--- src/rtl/visor_pkg.sv ---
// rtl/visor_pkg.sv - register map, control bit positions and constants for the visor debug port
package visor_pkg;

  localparam logic [3:0] REG_BP0       = 4'd0;
  localparam logic [3:0] REG_BP1       = 4'd1;
  localparam logic [3:0] REG_BP2       = 4'd2;
  localparam logic [3:0] REG_BP3       = 4'd3;
  localparam logic [3:0] REG_BUS_CTRL  = 4'd4;
  localparam logic [3:0] REG_TG_FORCE  = 4'd5;
  localparam logic [3:0] REG_CODE_IN   = 4'd6;
  localparam logic [3:0] REG_BP_STATUS = 4'd7;
  localparam logic [3:0] REG_EXR       = 4'd8;
  localparam logic [3:0] REG_TO_VISOR  = 4'd9;

  localparam int BUS_TG_RESET = 1;
  localparam int BUS_DIVERT   = 2;

  localparam int FORCE_HOLD     = 0;
  localparam int FORCE_LOAD_EXR = 1;
  localparam int FORCE_EXEC     = 2;

  localparam logic [15:0] BP_DISABLED    = 16'hFFFF;
  localparam logic [15:0] BUS_CTRL_RESET = 16'h0002;

endpackage

--- src/rtl/visor_bp_unit.sv ---
// rtl/visor_bp_unit.sv - one breakpoint comparator with pass-once skip and sticky status
module visor_bp_unit
  import visor_pkg::*;
(
  input  logic        clk,
  input  logic        reset,
  input  logic        wr,
  input  logic [15:0] wr_data,
  input  logic        fetch,
  input  logic [15:0] code_addr,
  input  logic        suppress,
  output logic [15:0] addr,
  output logic        status,
  output logic        match
);

  logic skip;
  logic addr_eq;

  assign addr_eq = (code_addr == addr);
  assign match   = fetch & ~suppress & addr_eq & (addr != BP_DISABLED) & ~skip;

  // A write re-arms the comparator so execution can step past the breakpoint once.
  always_ff @(posedge clk or posedge reset) begin
    if (reset) begin
      addr   <= BP_DISABLED;
      skip   <= 1'b0;
      status <= 1'b0;
    end else if (wr) begin
      addr   <= wr_data;
      skip   <= 1'b1;
      status <= 1'b0;
    end else begin
      if (match)
        status <= 1'b1;
      if (fetch && !suppress && !addr_eq)
        skip <= 1'b0;
    end
  end

endmodule

--- src/rtl/visor_debug_port.sv ---
// rtl/visor_debug_port.sv - visor register file, breakpoints, force pulses and code-bus divert
module visor_debug_port
  import visor_pkg::*;
#(
  parameter int NUM_BP = 4
) (
  input  logic        clk,
  input  logic        reset,
  input  logic        vis_wr_en,
  input  logic [3:0]  vis_wr_addr,
  input  logic [15:0] vis_wr_data,
  input  logic [3:0]  vis_rd_addr,
  output logic [15:0] vis_rd_data,
  input  logic [15:0] tg_code_addr,
  input  logic        tg_fetch,
  input  logic        tg_exr_load,
  input  logic [15:0] tg_rom_data,
  input  logic [15:0] tg_to_visor_data,
  input  logic        tg_to_visor_wr,
  output logic [15:0] tg_code_data,
  output logic        tg_reset,
  output logic        tg_debug_hold,
  output logic        tg_debug_force_load_exr,
  output logic        tg_debug_force_exec
);

  logic [15:0]       bus_ctrl;
  logic [15:0]       tg_force;
  logic [15:0]       tg_code_in;
  logic [15:0]       exr_shadow;
  logic [15:0]       tg_to_visor;
  logic [15:0]       bp_addr [NUM_BP];
  logic [NUM_BP-1:0] bp_status;
  logic [NUM_BP-1:0] bp_match;
  logic              divert;
  logic              force_wr;

  assign tg_reset = bus_ctrl[BUS_TG_RESET];
  assign divert   = bus_ctrl[BUS_DIVERT];
  assign force_wr = vis_wr_en && (vis_wr_addr == REG_TG_FORCE);

  genvar i;
  generate
    for (i = 0; i < NUM_BP; i++) begin : g_bp
      visor_bp_unit u_bp (
        .clk       (clk),
        .reset     (reset),
        .wr        (vis_wr_en && (vis_wr_addr == REG_BP0 + 4'(i))),
        .wr_data   (vis_wr_data),
        .fetch     (tg_fetch),
        .code_addr (tg_code_addr),
        .suppress  (tg_reset),
        .addr      (bp_addr[i]),
        .status    (bp_status[i]),
        .match     (bp_match[i])
      );
    end
  endgenerate

  // The live match term lets the target stall on the very fetch that hits.
  assign tg_debug_hold = tg_force[FORCE_HOLD] | (|bp_status) | (|bp_match);
  assign tg_code_data  = divert ? tg_code_in : tg_rom_data;

  always_ff @(posedge clk or posedge reset) begin
    if (reset) begin
      bus_ctrl                <= BUS_CTRL_RESET;
      tg_force                <= 16'h0000;
      tg_code_in              <= 16'h0000;
      exr_shadow              <= 16'h0000;
      tg_to_visor             <= 16'h0000;
      tg_debug_force_load_exr <= 1'b0;
      tg_debug_force_exec     <= 1'b0;
    end else begin
      tg_debug_force_load_exr <= 1'b0;
      tg_debug_force_exec     <= 1'b0;
      if (vis_wr_en && vis_wr_addr == REG_BUS_CTRL)
        bus_ctrl <= vis_wr_data;
      if (vis_wr_en && vis_wr_addr == REG_CODE_IN)
        tg_code_in <= vis_wr_data;
      if (force_wr) begin
        tg_force                <= vis_wr_data;
        tg_debug_force_load_exr <= vis_wr_data[FORCE_LOAD_EXR] & ~tg_force[FORCE_LOAD_EXR];
        tg_debug_force_exec     <= vis_wr_data[FORCE_EXEC] & ~tg_force[FORCE_EXEC];
      end
      // Forced code is not the real program word, so keep the shadow untouched while diverted.
      if (tg_exr_load && !divert)
        exr_shadow <= tg_rom_data;
      if (tg_to_visor_wr)
        tg_to_visor <= tg_to_visor_data;
    end
  end

  always_comb begin
    vis_rd_data = 16'h0000;
    case (vis_rd_addr)
      REG_BP0:       vis_rd_data = bp_addr[0];
      REG_BP1:       vis_rd_data = bp_addr[1];
      REG_BP2:       vis_rd_data = bp_addr[2];
      REG_BP3:       vis_rd_data = bp_addr[3];
      REG_BUS_CTRL:  vis_rd_data = bus_ctrl;
      REG_TG_FORCE:  vis_rd_data = tg_force;
      REG_CODE_IN:   vis_rd_data = tg_code_in;
      REG_BP_STATUS: vis_rd_data = 16'(bp_status);
      REG_EXR:       vis_rd_data = exr_shadow;
      REG_TO_VISOR:  vis_rd_data = tg_to_visor;
      default:       vis_rd_data = 16'h0000;
    endcase
  end

endmodule
--- config.mk ---
export PLATFORM = sky130hd
export DESIGN_NAME = visor_debug_port
export DESIGN_NICKNAME = d
export VERILOG_FILES = /design/src/rtl/visor_pkg.sv /design/src/rtl/visor_bp_unit.sv /design/src/rtl/visor_debug_port.sv
export SDC_FILE = /design/constraint.sdc
export NUM_CORES = 1
export LEC_CHECK = 0
export CORE_ASPECT_RATIO = 1.75
export CORE_UTILIZATION = 25
export CTS_CLUSTER_SIZE = 20
export DETAILED_ROUTE_END_ITERATION = 12
export GPL_ROUTABILITY_DRIVEN = 0
export SLEW_MARGIN = 10
export SYNTH_ARGS = -nofsm -noshare
export SYNTH_HDL_FRONTEND = slang
export SYNTH_HIERARCHICAL = 1
export SYNTH_SLANG_ARGS = --single-unit
export TNS_END_PERCENT = 20
--- constraint.sdc ---
create_clock -name clk -period 5.3 [get_ports clk]
set_clock_uncertainty 0.15 [all_clocks]
set_input_delay 1.325 -clock clk [delete_from_list [all_inputs] [get_ports clk]]
set_output_delay 1.325 -clock clk [all_outputs]
set_load 0.05 [all_outputs]
# Word-level counts from Yosys, hierarchy flattened
# Cells that the tools add are included.
dict set report totals {
  ff_bits 154
  word_cells 117
  inputBits 78
  output_inout_bits 36
}
dict set report classes {
  eq_ne 23
  bitwise_logic 24
  n_mux 20
  n_reduce_logical 31
}
# op n
set op_table {}
lappend op_table {{$pmux 16 s10} 1}
lappend op_table {{$eq 16x16->1} 4}
lappend op_table {{$ne 16x16->1 const B} 4}
lappend op_table {{$eq 4x3->1 const B} 7}
lappend op_table {{$mux 1} 18}
lappend op_table {{$eq 4x2->1 const B} 4}
lappend op_table {{$mux 16} 1}
lappend op_table {{$reduce_bool 2->1} 8}
lappend op_table {{$and 1x1->1} 15}
lappend op_table {{$logic_and 1x1->1} 13}
lappend op_table {{$eq 4x1->1 const B} 2}
lappend op_table {{$eq 4x4->1 const B} 2}
lappend op_table {{$logic_not 4->1} 2}
lappend op_table {{$reduce_or 4->1} 2}
lappend op_table {{$not 1->1} 7}
lappend op_table {{$logic_not 1->1} 6}
lappend op_table {{$or 1x1->1} 2}

# Depth between registers and ports, before layout
# Gate-level depths: netlist of the first run.
dict set report logic_depth {
  depth_word 7
  mapped_depth 7
  mapped_depth_nobuf 6
}

# Hierarchy
# Netlist of the first run, hierarchy kept.
# mod seq_area_each_um2 n_inst cells_per_inst area_each_um2
set modules_own_cells {}
lappend modules_own_cells {visor_debug_port 2053.2 1 376 4647.0}
lappend modules_own_cells {visor_bp_unit 470.5 4 71 940.9}

# Least setup slack after synthesis of the first run
# Ideal clock, no wire load.
dict set report synth_path {
  path_type {input to output}
  from {input vis_rd_addr[2]}
  to {output vis_rd_data[10]}
  t_required_ps 3825
  t_arrival_ps 2847
  stages 6
  path_buffers 3
  slack_ps 978
  path_cell_list {buf_4 -> nor2b_1 -> buf_2 -> buf_2 -> a22oi_1 -> o221ai_1}
}
dict set report synth_via {
  elab_chain_cells 2
  word_cells_on_any_way 11
  classes_between {eq/ne: 9; mux: 1; reduce/logical: 1}
}
# element line
set synth_lines {}
lappend synth_lines {{from (decl)} visor_debug_port.sv:12} ;# input logic [3:0] vis_rd_addr,
lappend synth_lines {{$eq 4x4->1 (tied with other cells)} visor_debug_port.sv:95} ;# case (vis_rd_addr)
lappend synth_lines {{$pmux 16 s10 *} visor_debug_port.sv:95}
lappend synth_lines {{to (decl)} visor_debug_port.sv:13} ;# output logic [15:0] vis_rd_data,
# Every way passes the cells marked *; elsewhere a longest branch is shown, timed or not.

# Final worst setup path of the first run
dict set report layout_path {
  from {input tg_code_addr[7]}
  to {output tg_debug_hold}
}
dict set report layout_via {
  elab_chain_cells 6
  word_cells_on_any_way 18
  classes_between {eq/ne: 4; bitwise: 13; reduce/logical: 1}
}
# element line
set layout_lines {}
lappend layout_lines {{from (decl)} visor_debug_port.sv:14} ;# input logic [15:0] tg_code_addr,
lappend layout_lines {{$eq 16x16->1} visor_bp_unit.sv:20} ;# assign addr_eq = (code_addr == addr);
lappend layout_lines {{$and 1x1->1 (3 in a row)} visor_bp_unit.sv:21} ;# assign match = fetch & ~suppress & addr_eq & (addr != BP_DISABLED) & ~skip;
lappend layout_lines {{via bp_match[0]} visor_debug_port.sv:34} ;# logic [NUM_BP-1:0] bp_match;
lappend layout_lines {{$reduce_or 4->1} visor_debug_port.sv:61} ;# assign tg_debug_hold = tg_force[FORCE_HOLD] | (|bp_status) | (|bp_match);
lappend layout_lines {{$or 1x1->1} visor_debug_port.sv:61}
lappend layout_lines {{to (decl)} visor_debug_port.sv:22} ;# output logic tg_debug_hold,
# The timed path passes the listed nets, and every way through them passes these cells.

==> flow_summary_export.csv, run 1 <==
group,metric,value,unit
outcome,outcome,"finished clean",
logic_synthesis,yosys_warnings,6,
placement,dp.cells,1163,
layout,fillers,3340,
clocking,cts.repair.resized,0,
grt,grt_use_total,0.171,
layout,multiInputGateArea,4210,um^2
worst_setup_path,ff2ff_path_depth,4,
worst_setup_path,r2r_end,"g_bp[1].u_bp/status$_DFFE_PP0P_",
placement,dpl.hpwl,22.3,mm
floorplanning,core-area,33000,um^2
route,drtIter0Drc,397,
power,power.share.clock,0.290,
clocking,cts_root_buffer,"clkbuf_16",
logic_synthesis,ys_ff_latch,154,
worst_setup_path,crit_fanout,4,
sta,relSlewSlack,0.306,
layout,final_common_cell,"mux2_2",
route,first_pass_iters,6,
grt,grt_pass1_vias,6488,
power,p_comb_frac,0.277,
hold_path,hold_path_depth,1,
clocking,postCtsSetupBuffers,0,
power,p_sw,1390,uW
grt,grt_antenna_before_repair,2,
logic_synthesis,syn_area,8410,um^2
worst_setup_path,endpoint_kind,"output pin",
clocking,cts_buffers,17,
clocking,cts_tree,"built",
clocking,cts_max_level,4,
sta,finalHoldViolCount,0,
logic_synthesis,synth_nets,738,
worst_setup_path,start_kind,"primary input",
layout,seq_area,3940,um^2
sta,final.period_utilization,0.944,
logic_synthesis,seq_area_frac_synth,0.468,
route,viasPerCell,5.14,
layout,final_cell_mix,"mux2_2 (164), clkdlybuf4s50_1 (95), dfrtp_1 (89)",
hold_path,hp-class,"flop to flop",
worst_setup_path,r2r-start,"g_bp[1].u_bp/addr[4]$_DFFE_PP1P_",
logic_synthesis,synth_cell_types,50,
worst_setup_path,crit_chain,"clkdlybuf4s50_1 -> xor2_1 -> nor4_2 -> nand4_1 -> nor4_2 -> nor4_1 -> nand3_1 -> buf_12",
logic_synthesis,synth_edf_count,0,
route,wl,28.6,mm
sta,rsz0062_at_grt,"no",
route,ant_nets,0,
floorplanning,start_util,0.255,
floorplanning,die-area,34400,um^2
layout,final_core_util,0.326,
floorplanning,die_y,245,um
power,vdd_drop_max,230,uV
worst_setup_path,worstPathRequired,3.83,ns
layout,drive_above_1_share,0.428,
sta,period_needed,5.00,ns
hold_path,min_to,"bus_ctrl[4]$_DFFE_PP0P_",
placement,port_buffers,113,
worst_setup_path,r2r_slack,3.28,ns
hold_path,min_from,"bus_ctrl[4]$_DFFE_PP0P_",
worst_setup_path,slowest_stage,"clkdlybuf4s50_1",
route,avgRoutedWirePerCell,23.9,um
worst_setup_path,crit_path_max_incr_delay,0.55,ns
flow_run,max-cap-violations,0,
sta,fin_setup_tns,0,ns
route,drc_errors,0,
clocking,cts_buffer_depth,2,
route,vias,6155,
clocking,clk_pin_slew,0.06,ns
power,seqPwrFrac,0.433,
worst_setup_path,critical_path_class,"primary input to output pin",
logic_synthesis,synthCells,660,
sta,maxSlewViolCount,0,
power,p_leak,0.00420,uW
sta,setup_viol_count_final,0,
floorplanning,die_w,141,um
clocking,ctsHoldBuffers,0,
layout,area_growth,27.9,%
clocking,cts.sink_count,154,
grt,grt_pass1_wl,42.2,mm
sta,hold_slack,0.352,ns
layout,fin_cells,1197,
floorplanning,io_pins,114,
worst_setup_path,arrival,3.53,ns
logic_synthesis,synth_area_per_cell,12.7,um^2
grt,grt_max_degree,47,
grt,grt-ovfl-total,0,
floorplanning,std_cell_rows,88,
sta,fmax,200,MHz
power,internal_power,2810,uW
logic_synthesis,ys.flop_type,"dfrtp_1",
clocking,insertion_delay,0.45,ns
logic_synthesis,synthArstFlopShare,1.00,
power,switching_share,0.330,
power,p_per_area,391,nW/um^2
worst_setup_path,cp_common_cell,"nor4_2",
sta,worst_pin_slew,1.04,ns
layout,fin_nets,855,
metrics by stage:
step / setup WS (ns) / power [uW] / cell area, um^2
2_1_floorplan: 0.978 / 2480 / 8410
3_3_place_gp: 0.336 / 2990 / 10200
3_5_place_dp: 0.358 / 3000 / 10200
4_1_cts: 0.352 / 4230 / 10800
5_1_grt: 0.199 / 4360 / 10800
6_report: 0.298 / 4200 / 10800
power by group through the flow:
stage / combinational, uW / sequential [uW] / clock [uW]
after global placement: 1150 / 1830 / 0
final: 1160 / 1820 / 1220
after CTS: 1170 / 1820 / 1240
after detailed placement: 1170 / 1840 / 0
after floorplan: 780 / 1700 / 0
after global routing: 1230 / 1850 / 1280
per-layer routing:
layer / track usage / wire, um / up-vias
met2: 0.315 / 15500 / 199
li1: - / - / 2736
met1: 0.183 / 10700 / 3163
met3: 0.0302 / 1180 / 55
met4: 0.0908 / 1260 / 2
met5: 0 / 13 / -
critical path, delay by kind of cell:
family,cells,cell delay (ns)
buf+inv,2,0.71
xor+xnor,1,0.22
simple gates,5,1.27
cell usage after synthesis (2+ instances only):
cell	instances	area (um^2)
buf_4	6	45.0
o211ai_1	4	30.0
a222oi_1	4	40.0
nand2_1	3	11.3
nand3b_1	3	22.5
or4_1	4	30.0
dfstp_2	65	1710
mux2i_1	23	230
inv_1	9	33.8
a22oi_1	20	150
a22o_1	7	61.3
a31oi_1	2	12.5
o21ai_0	2	10.0
nor3_1	3	15.0
and2b_1	2	15.0
nand4_1	21	131
o32ai_1	2	17.5
xor2_1	64	561
nand2_2	3	18.8
a21oi_1	9	45.0
nor2_1	19	71.3
mux2_4	3	45.0
nor3b_1	4	30.0
o32a_1	2	20.0
a311o_1	2	20.0
and3_1	2	12.5
dfrtp_1	89	2230
o221ai_1	7	61.3
nor3_2	2	20.0
mux2_2	164	1850
buf_2	25	125
nor4_2	20	250
nand3_1	5	25.0
nand2b_1	7	43.8
nor4_1	5	31.3
a32oi_1	9	78.8
or3_1	3	18.8
buf_6	6	67.6
o22ai_1	13	81.3
nor2b_1	7	43.8
state kept, by name, summed over array words and instances (netlist names):
| name | cells |
|---|---|
| bus_ctrl | 16 |
| exr_shadow | 16 |
| g_bp.u_bp/addr | 64 |
| g_bp.u_bp/skip | 4 |
| g_bp.u_bp/status | 4 |
| tg_code_in | 16 |
| tg_debug_force_exec | 1 |
| tg_debug_force_load_exr | 1 |
| tg_force | 16 |
| tg_to_visor | 16 |
final cells by class:
| class | count | share of cell area |
|---|---|---|
| antenna | 2 | 0.000465 |
| timing repair buffer | 136 | 0.137 |
| inverter | 9 | 0.00326 |
| clock buffer | 28 | 0.0528 |
| sequential | 154 | 0.366 |
| clock inverter | 4 | 0.00244 |
| tap | 405 | 0.0471 |
| multi-input combinational | 459 | 0.391 |
worst max path at each step:
stage,from,endpoint
finish,tg_code_addr[7],tg_debug_hold
global route,vis_rd_addr[3],vis_rd_data[14]
CTS,tg_code_addr[1],tg_debug_hold
global placement,tg_code_addr[9],tg_debug_hold
detailed placement,tg_code_addr[1],tg_debug_hold
floorplan,vis_rd_addr[2],vis_rd_data[10]
cell families after synthesis:
| kind of cell | Yosys count | share of synthesized area |
|---|---|---|
| AOI/OAI and AO/OA | 85 | 0.0772 |
| xor gates and xnor gates | 64 | 0.0666 |
| buffers and inverters | 47 | 0.0327 |
| DFF | 154 | 0.468 |
| muxes | 190 | 0.252 |
| and+or+nand+nor | 120 | 0.103 |
Note: power is estimated with default switching activity, not from simulation.
==> run 2, diff against run 1 <==
- CTS_CLUSTER_SIZE: 20 -> 40
- GPL_TIMING_DRIVEN: default -> 0
==> run 2 against run 1 <==
  * Fmax fell by 4.8%
  * Largest cell class unchanged
  * Die area did not move
  * Via count rose by 0.49%
  * Highest routed layer is now met4
  * Register-to-register slack got worse by 0.04 ns
==> flow_summary_export.csv, run 2 (synthesis results as in run 1) <==
group,metric,value,unit
layout,multiInputGateArea,4210,um^2
outcome,outcome,"finished clean",
route,ant_nets,0,
route,wl_met1,10.7,mm
floorplanning,die-area,34400,um^2
clocking,insertion_delay,0.44,ns
grt,grt_pass1_wl,43.9,mm
layout,area_growth,26.7,%
worst_setup_path,crit_fanout,10,
layout,regMostFlops,"g_bp.u_bp/addr",
route,wl_met2,16.1,mm
power,p_total,4230,uW
sta,fin_ws,0.0473,ns
layout,final_core_util,0.323,
grt,grt-ovfl-total,0,
clocking,postCtsSetupBuffers,0,
power,p_per_area,397,nW/um^2
grt,grt_max_degree,64,
sta,fmax,190,MHz
sta,finalHoldViolCount,0,
worst_setup_path,start_kind,"primary input",
route,drc_errors,0,
grt,grt_pass1_vias,6515,
placement,dpl.hpwl,23.9,mm
floorplanning,die_y,245,um
worst_setup_path,worstPathRequired,3.83,ns
sta,rsz0062_at_grt,"no",
sta,maxSlewViolCount,0,
floorplanning,start_util,0.255,
layout,seq_area,3940,um^2
layout,fin_nets,866,
placement,dp_slack,-0.296,ns
sta,worst_pin_slew,0.870,ns
clocking,cts_max_level,4,
floorplanning,std_cell_rows,88,
route,maxUsedRoutingLayer,"met4",
power,p_leak,0.00426,uW
sta,fin_setup_tns,0,ns
sta,relSlewSlack,0.420,
grt,grt_use_total,0.180,
worst_setup_path,critical_path_class,"primary input to output pin",
layout,final_common_cell,"mux2_2",
layout,diodes,0,
flow_run,max-cap-violations,0,
worst_setup_path,arrival,3.78,ns
route,wl,30.0,mm
clocking,cts_root_buffer,"clkbuf_16",
sta,setup_viol_count_final,0,
power,vdd_drop_max,215,uV
clocking,cts_tree,"built",
floorplanning,die_w,141,um
clocking,cts.sink_count,154,
sta,final.period_utilization,0.991,
sta,hold_slack,0.342,ns
placement,port_buffers,108,
clocking,clk_pin_slew,0.06,ns
worst_setup_path,endpoint_kind,"output pin",
route,first_pass_iters,5,
clocking,ctsHoldBuffers,0,
hold_path,hp-class,"flop to flop",
sta,period_needed,5.25,ns
floorplanning,core-area,33000,um^2
clocking,cts_buffers,17,
floorplanning,io_pins,114,
route,drtIter0Drc,339,
layout,largest_reg_flops,64,
clocking,cts_buffer_depth,2,
layout,final_cell_mix,"mux2_2 (164), clkdlybuf4s50_1 (94), dfrtp_1 (89)",
grt,grt_antenna_before_repair,0,
route,avgRoutedWirePerCell,24.9,um
route,vias,6185,
route,wl_met3,1.41,mm
layout,fillers,3366,
layout,drive_above_1_share,0.426,
route,viasPerCell,5.13,
-- run 2: cell count changes in the layout (fill, tap and decap cells not counted), moves of 4 or more --
| cell | previous run | this run |
|---|---|---|
| clkbuf_8 | 8 | 1 |
| buf_6 | 0 | 6 |
| buf_2 | 1 | 25 |
| dlygate4sd2_1 | 0 | 7 |
| buf_4 | 23 | 6 |
| clkinv_4 | 1 | 5 |
| buf_12 | 17 | 0 |
-- run 2: area by class of cell --
| type | instances | area share |
|---|---|---|
| multi-input combinational | 459 | 0.395 |
| inverter | 9 | 0.00341 |
| tap | 405 | 0.0476 |
| sequential | 154 | 0.369 |
| clock buffer | 21 | 0.0443 |
| clock inverter | 11 | 0.0148 |
| timing repair buffer | 109 | 0.103 |
| buffer | 38 | 0.0227 |
-- run 2: power breakdown --
part | switching, uW | internal (uW) | total (uW) | leakage, uW
sequential | 272 | 1520 | 1790 | 0.00177
clock | 517 | 788 | 1300 | 0.000308
combinational | 618 | 513 | 1130 | 0.00219
-- run 2: stage by stage --
| step | cell area [um^2] | std cells |
|---|---|---|
| 2_1_floorplan | 8410 | 660 |
| 3_3_place_gp | 10000 | 1173 |
| 3_5_place_dp | 10000 | 1174 |
| 4_1_cts | 10700 | 1206 |
| 5_1_grt | 10700 | 1206 |
| 6_report | 10700 | 1206 |
-- run 2: per-layer routing --
layer / global-route usage / vias up
met4: 0.115 / 0
met1: 0.185 / 3132
met2: 0.331 / 230
li1: - / 2741
met3: 0.0330 / 82
met5: 0 / -
-- run 2: path summary, 6_finish.rpt --
kind,endpoint,slack [ns],depth (start not counted),from
max in group asynchronous,g_bp[2].u_bp/status$_DFFE_PP0P_,3.02,2,reset
worst max-delay path,vis_rd_data[11],0.05,8,vis_rd_addr[0]
worst min register to register,tg_debug_force_exec$_DFF_PP0_,0.34,1,tg_force[2]$_DFFE_PP0P_
worst max register to register,g_bp[1].u_bp/status$_DFFE_PP0P_,3.24,4,g_bp[1].u_bp/addr[4]$_DFFE_PP1P_
min in group asynchronous,bus_ctrl[15]$_DFFE_PP0P_,1.19,2,reset
worst min-delay path,tg_debug_force_exec$_DFF_PP0_,0.34,1,tg_force[2]$_DFFE_PP0P_
-- run 2: worst max-delay path: stages --
cell             delay, ns
clkdlybuf4s50_1       0.52
buf_6                 0.16
and2_0                0.12
buf_2                 0.25
and2b_1               0.36
a22oi_1               0.14
o221ai_1              0.31
dlygate4sd2_1         0.58
-- run 2: timing repair --
action | 4_1_cts | 5_1_grt
setup endpoints to repair | 14 | 6
resized for setup | 17 | 9
pin swaps | 0 | 0
